### src/rtl/mem_pkg.sv
// Shared encodings for the MEM stage: access sizes, controller states and byte-enable patterns.
package mem_pkg;

    localparam logic [1:0] SZ_BYTE = 2'b00;
    localparam logic [1:0] SZ_HALF = 2'b01;
    localparam logic [1:0] SZ_WORD = 2'b10;
    localparam logic [1:0] SZ_ILL  = 2'b11;

    localparam logic [3:0] BE_BYTE0   = 4'b0001;
    localparam logic [3:0] BE_HALF_LO = 4'b0011;
    localparam logic [3:0] BE_HALF_HI = 4'b1100;
    localparam logic [3:0] BE_WORD    = 4'b1111;

    typedef enum logic [1:0] {
        ST_IDLE = 2'd0,
        ST_REQ  = 2'd1,
        ST_DONE = 2'd2
    } state_t;

    function automatic logic [31:0] word_align(input logic [31:0] addr);
        return {addr[31:2], 2'b00};
    endfunction

endpackage

### src/rtl/mem_align.sv
// Combinational little-endian lane steering for stores and lane extraction/extension for loads.
module mem_align
    import mem_pkg::*;
(
    input  logic [1:0]  st_lo,
    input  logic [1:0]  st_size,
    input  logic [31:0] st_data_in,
    output logic [31:0] st_data_out,
    output logic [3:0]  st_be,
    input  logic [1:0]  ld_lo,
    input  logic [1:0]  ld_size,
    input  logic        ld_signed,
    input  logic [31:0] ld_data_in,
    output logic [31:0] ld_data_out
);

    logic [7:0]  rd_lane [4];
    logic [7:0]  ld_byte;
    logic [15:0] ld_half;

    genvar gi;
    generate
        for (gi = 0; gi < 4; gi++) begin : g_lane
            assign rd_lane[gi] = ld_data_in[8*gi +: 8];
        end
    endgenerate

    // Sub-word store data is replicated so every lane carries it; be picks the live one.
    always_comb begin
        st_data_out = st_data_in;
        st_be       = BE_WORD;
        case (st_size)
            SZ_BYTE: begin
                st_data_out = {4{st_data_in[7:0]}};
                st_be       = BE_BYTE0 << st_lo;
            end
            SZ_HALF: begin
                st_data_out = {2{st_data_in[15:0]}};
                st_be       = st_lo[1] ? BE_HALF_HI : BE_HALF_LO;
            end
            default: ;
        endcase
    end

    always_comb begin
        ld_byte     = rd_lane[ld_lo];
        ld_half     = ld_lo[1] ? ld_data_in[31:16] : ld_data_in[15:0];
        ld_data_out = ld_data_in;
        case (ld_size)
            SZ_BYTE: ld_data_out = {{24{ld_signed & ld_byte[7]}}, ld_byte};
            SZ_HALF: ld_data_out = {{16{ld_signed & ld_half[15]}}, ld_half};
            default: ;
        endcase
    end

endmodule

### src/rtl/mem_stage.sv
// MEM pipeline stage: IDLE/REQ/DONE data-memory controller with stall, timeout and error pulse.
// Define MEM_SUBWORD_EN for byte/half accesses; otherwise every access is a word.
module mem_stage
    import mem_pkg::*;
#(
    parameter int MAX_WAIT = 15
) (
    input  logic        clk,
    input  logic        rst_n,
    input  logic        MemRead_M,
    input  logic        MemWrite_M,
    input  logic [1:0]  MemSize_M,
    input  logic        MemSigned_M,
    input  logic [31:0] ALUOut_M,
    input  logic [31:0] WriteData_M,
    output logic [31:0] ReadData_M,
    output logic        Stall_M,
    output logic        MemErr_M,
    output logic        dmem_req,
    output logic        dmem_we,
    output logic [31:0] dmem_addr,
    output logic [31:0] dmem_wdata,
    output logic [3:0]  dmem_be,
    input  logic        dmem_ack,
    input  logic [31:0] dmem_rdata
);

    localparam int CW = (MAX_WAIT < 2) ? 1 : $clog2(MAX_WAIT);
    localparam logic [CW-1:0] CNT_LAST = CW'(MAX_WAIT - 1);

    state_t        state_q, state_d;
    logic [CW-1:0] cnt_q, cnt_d;
    logic [31:0]   addr_q, addr_d;
    logic [31:0]   wdata_q, wdata_d;
    logic [3:0]    be_q, be_d;
    logic          we_q, we_d;
    logic [1:0]    size_q, size_d;
    logic          signed_q, signed_d;
    logic [31:0]   rdata_q, rdata_d;
    logic          err_q, err_d;

    logic [1:0]    size_eff;
    logic          signed_eff;
    logic          misalign;
    logic          access, illegal, legal;
    logic          stall_c, err_idle_c;
    logic [31:0]   st_data, ld_data;
    logic [3:0]    st_be;

`ifdef MEM_SUBWORD_EN
    assign size_eff   = MemSize_M;
    assign signed_eff = MemSigned_M;
    always_comb begin
        misalign = 1'b0;
        case (MemSize_M)
            SZ_BYTE: misalign = 1'b0;
            SZ_HALF: misalign = ALUOut_M[0];
            SZ_WORD: misalign = |ALUOut_M[1:0];
            default: misalign = 1'b1;
        endcase
    end
`else
    logic unused_cfg;
    assign unused_cfg = ^{MemSize_M, MemSigned_M};
    assign size_eff   = SZ_WORD;
    assign signed_eff = 1'b0;
    assign misalign   = |ALUOut_M[1:0];
`endif

    assign access  = MemRead_M | MemWrite_M;
    assign illegal = access & (misalign | (MemRead_M & MemWrite_M));
    assign legal   = access & ~illegal;

    mem_align u_align (
        .st_lo       (ALUOut_M[1:0]),
        .st_size     (size_eff),
        .st_data_in  (WriteData_M),
        .st_data_out (st_data),
        .st_be       (st_be),
        .ld_lo       (addr_q[1:0]),
        .ld_size     (size_q),
        .ld_signed   (signed_q),
        .ld_data_in  (dmem_rdata),
        .ld_data_out (ld_data)
    );

    always_comb begin
        state_d    = state_q;
        cnt_d      = cnt_q;
        addr_d     = addr_q;
        wdata_d    = wdata_q;
        be_d       = be_q;
        we_d       = we_q;
        size_d     = size_q;
        signed_d   = signed_q;
        rdata_d    = rdata_q;
        err_d      = err_q;
        stall_c    = 1'b0;
        err_idle_c = 1'b0;
        case (state_q)
            ST_IDLE: begin
                if (legal) begin
                    stall_c  = 1'b1;
                    addr_d   = ALUOut_M;
                    wdata_d  = st_data;
                    be_d     = st_be;
                    we_d     = MemWrite_M;
                    size_d   = size_eff;
                    signed_d = signed_eff;
                    cnt_d    = '0;
                    state_d  = ST_REQ;
                end else begin
                    err_idle_c = illegal;
                end
            end
            ST_REQ: begin
                stall_c = 1'b1;
                if (dmem_ack) begin
                    rdata_d = we_q ? 32'h0 : ld_data;
                    state_d = ST_DONE;
                end else if (cnt_q == CNT_LAST) begin
                    rdata_d = 32'h0;
                    err_d   = 1'b1;
                    state_d = ST_DONE;
                end else begin
                    cnt_d = cnt_q + CW'(1);
                end
            end
            ST_DONE: begin
                rdata_d = 32'h0;
                err_d   = 1'b0;
                cnt_d   = '0;
                state_d = ST_IDLE;
            end
            default: state_d = ST_IDLE;
        endcase
    end

    always_ff @(posedge clk or negedge rst_n) begin
        if (!rst_n) begin
            state_q  <= ST_IDLE;
            cnt_q    <= '0;
            addr_q   <= '0;
            wdata_q  <= '0;
            be_q     <= '0;
            we_q     <= 1'b0;
            size_q   <= '0;
            signed_q <= 1'b0;
            rdata_q  <= '0;
            err_q    <= 1'b0;
        end else begin
            state_q  <= state_d;
            cnt_q    <= cnt_d;
            addr_q   <= addr_d;
            wdata_q  <= wdata_d;
            be_q     <= be_d;
            we_q     <= we_d;
            size_q   <= size_d;
            signed_q <= signed_d;
            rdata_q  <= rdata_d;
            err_q    <= err_d;
        end
    end

    // Input-driven outputs are gated so reset forces them low without waiting for a clock.
    assign Stall_M    = rst_n & stall_c;
    assign MemErr_M   = rst_n & (err_idle_c | ((state_q == ST_DONE) & err_q));
    assign dmem_req   = (state_q == ST_REQ);
    assign dmem_we    = (state_q == ST_REQ) & we_q;
    assign dmem_addr  = word_align(addr_q);
    assign dmem_wdata = wdata_q;
    assign dmem_be    = be_q;
    assign ReadData_M = rdata_q;

endmodule
### config.mk
export PLATFORM = sky130hd
export DESIGN_NAME = mem_stage
export DESIGN_NICKNAME = d
export VERILOG_FILES = /design/src/rtl/mem_pkg.sv /design/src/rtl/mem_align.sv /design/src/rtl/mem_stage.sv
export SDC_FILE = /design/constraint.sdc
export NUM_CORES = 1
export LEC_CHECK = 0
export CORE_UTILIZATION = 45
export CTS_CLUSTER_DIAMETER = 60
export DETAILED_ROUTE_END_ITERATION = 8
export GPL_TIMING_DRIVEN = 0
export PLACE_DENSITY = 0.8
export SYNTH_ARGS = -nofsm -noshare
export SYNTH_HDL_FRONTEND = slang
export SYNTH_HIERARCHICAL = 1
export SYNTH_SLANG_ARGS = --single-unit
### constraint.sdc
create_clock -name clk -period 1.9 [get_ports clk]
set_input_delay 0.38 -clock clk [delete_from_list [all_inputs] [get_ports clk]]
set_output_delay 0.38 -clock clk [all_outputs]
set_load 0.01 [all_outputs]
==> impl_metrics.json <==
{
  "crit_arrival_ps": 1490,
  "die_x_um": 116.9,
  "cp_slowest_cell": "dfrtp_1",
  "finalNonFillerCells": 871,
  "first_pass_iters": 5,
  "num_antenna_cells": 0,
  "gp_congestion": 0.8774,
  "cts_max_level": 3,
  "syn_area_sq_um": 5946,
  "synthCells": 467,
  "grt_pass1_wl_mm": 24.05,
  "worstSetupStartpointType": "flip-flop",
  "p_leak_nw": 3.985,
  "ys.flop_type": "dfrtp_1",
  "overflow": 0,
  "power_density_nw_per_um2": 1381,
  "grt_util_all_layers": 0.2324,
  "fin_crit_sh": 0.9833,
  "synth_edf_count": 0,
  "ir_drop_mv": 0.6298,
  "dp_slack_ps": -891.7,
  "grt_max_degree": 64,
  "cts_tree": "built",
  "combPwrFrac": 0.518,
  "r2r-start": "state_q[0]",
  "synthArstFlopShare": 1.000,
  "dr_total_vias": 4555,
  "fin_tns_setup_ps": 0,
  "power_mw": 11.95,
  "clockBufferDepth": 2,
  "cts_buffers": 9,
  "hold_slack_ps": 18.56,
  "rows": 41,
  "ys_warn_count": 6,
  "holdBufCountCts": 0,
  "cap_violations": 0,
  "drc": 0,
  "p_sw_frac": 0.3129,
  "grt_pass1_vias": 4545,
  "die_area_sq_um": 13680,
  "end_kind": "output pin",
  "skew_ps": 6.155,
  "area_growth_pct": 45.60,
  "ios": 208,
  "cp_top_family": "buffers and inverters",
  "netlist-cell-type-count": 49,
  "required_ps": 1520,
  "coreArea_sq_um": 12770,
  "max_freq_ghz": 0.5353,
  "hold_viol": 0,
  "first_iter_violations": 286,
  "placed_area_sq_um": 8238,
  "wirelength_mm": 16.14,
  "slew_headroom": 0.5948,
  "setup_viol": 0,
  "critPathLaunch": "state_q[1]",
  "critPathMaxStageDelay_ps": 390,
  "nNetsFinal": 810,
  "critical_path_buf_inv_count": 3,
  "cp_cell_sequence": "inv_2 -> ha_4 -> nand2_4 -> buf_12 -> a21boi_2 -> buf_2",
  "avgRoutedWirePerCell_um": 18.53,
  "path_max_fanout": 4,
  "avgViaCountPerCell": 5.230,
  "path_clk_slew_ps": 70,
  "p_switching_mw": 3.740,
  "rsz0062_at_grt": "true",
  "insertion_delay_ps": 350,
  "portBuffers": 202,
  "postLayoutCellArea_sq_um": 8657,
  "power_frac_seq": 0.328,
  "p_clk_frac": 0.154,
  "fin_util": 0.6777,
  "finalCriticalPeriod_ps": 1868,
  "seq_area_frac_synth": 0.4588,
  "drv_slew": 0,
  "worst_slack_ps": 31.74,
  "internal_power_mw": 8.214,
  "outcome": "finished, final reports clean",
  "ys_seq_elements": 109,
  "dp.cells": 850,
  "drive_gt1_frac": 0.3104,
  "root_buffer": "clkbuf_16",
  "syn_avg_cell_area_sq_um": 12.73,
  "die_h_um": 116.9,
  "ant_nets": 0,
  "path_class": "flip-flop to output pin",
  "clock-sinks": 109,
  "worst_slew_pin_slew_ps": 607.8,
  "hp-class": "primary input to async pin",
  "post-dp-hpwl_mm": 11.80,
  "antenna_found_initial": 0,
  "start_util": 0.4655
}
## worst register-to-register path, delay by kind of cell, from the launching register on
kind | cells | cell delay [ps]
DFF | 1 | 450
adders and majority gates | 1 | 190
AOI/OAI and AO/OA | 3 | 570
buffers and inverters | 1 | 160
and+or+nand+nor | 1 | 300
## registers in the layout (all words and copies together) (netlist names)
signal / flops
ReadData_M: 32
addr_q: 32
dmem_wdata: 32
cnt_q: 4
dmem_be: 4
state_q: 2
err_q: 1
size_q: 1
we_q: 1
## power groups by stage
| stage | combinational (mW) | clock, mW | sequential (mW) |
|---|---|---|---|
| 2_1_floorplan | 3.01 | 0 | 4.08 |
| 3_3_place_gp | 5.83 | 0 | 3.87 |
| 3_5_place_dp | 5.96 | 0 | 3.94 |
| 4_1_cts | 6.11 | 1.87 | 3.91 |
| 5_1_grt | 6.63 | 1.96 | 4.04 |
| 6_report | 6.19 | 1.85 | 3.92 |
## final timing paths
check                                       to  slack [ps]  cells after the start
worst max-delay path                   Stall_M          30                      6
worst min-delay path            ReadData_M[23]          20                      1
worst max register to register        cnt_q[2]          80                      6
worst min register to register       size_q[1]         470                      1
max in group asynchronous           addr_q[11]        1220                      2
min in group clk                     size_q[1]         470                      1
## synthesized netlist by cell type (2+ instances only)
library cell / n / share of area
nor2_1: 6 / 0.0038
nor2b_1: 2 / 0.0021
o21ai_0: 18 / 0.015
a221o_1: 8 / 0.013
dfrtp_1: 109 / 0.46
inv_1: 6 / 0.0038
buf_4: 44 / 0.056
nand2_1: 39 / 0.025
o21ai_2: 10 / 0.015
a21o_1: 2 / 0.0025
mux2_2: 19 / 0.036
clkbuf_1: 7 / 0.0044
and2_1: 3 / 0.0032
o21bai_1: 2 / 0.0025
mux2_4: 67 / 0.17
a21oi_1: 4 / 0.0034
ha_1: 8 / 0.017
a22o_1: 40 / 0.059
nand2b_1: 4 / 0.0042
conb_1: 2 / 0.0013
mux2i_1: 17 / 0.029
buf_6: 10 / 0.019
o221a_2: 8 / 0.015
buf_2: 6 / 0.0051
nand4b_1: 2 / 0.0029
## logic make-up (layout without fill, tap and decap cells)
group	after synthesis	in the layout	synth area share
compound gates	102	102	0.1393
xor+xnor	1	1	0.001473
fa+ha+maj	9	9	0.01852
buf+inv	74	298	0.08838
flops	109	109	0.4588
mux	104	104	0.2376
other cells	2	10	0.001263
simple gates	66	66	0.05472
## layout by cell type (no fill, tap or decap), drive strengths merged, types with 4 or more instances in the layout
cell,netlist,routed
clkdlybuf4s50,0,193
dfrtp,109,109
mux2,86,86
buf,60,75
nand2,41,41
a22o,40,40
o21ai,29,29
mux2i,17,17
clkbuf,7,16
conb,2,10
a221o,8,8
o221a,8,8
ha,8,8
nor2,7,7
inv,7,7
a21oi,5,5
nand2b,4,4
## repair_timing
item,in CTS,in global routing
pin swaps,5,6
buffers inserted,4,6
gates cloned,0,0
resized for setup,34,13
hold endpoints to repair,0,0
setup endpoints to repair,34,34
## area by class of cell
class / instances / area [sq um]
fill: 945 / 4116
multi-input combinational: 292 / 2794
sequential: 109 / 2729
timing repair buffer: 213 / 2110
buffer: 66 / 504.2
clock buffer: 10 / 239.0
tap: 172 / 215.2
clock inverter: 2 / 37.54
inverter: 7 / 28.78
## layer usage
layer / vias to the layer above / routed length, um / track usage
li1: 2112 / - / -
met1: 2223 / 6880 / 0.2918
met2: 193 / 7680 / 0.3862
met3: 27 / 1237 / 0.05664
met4: 0 / 337 / 0.09283
met5: - / 0 / 0
Power figures use the tool's default switching activity.
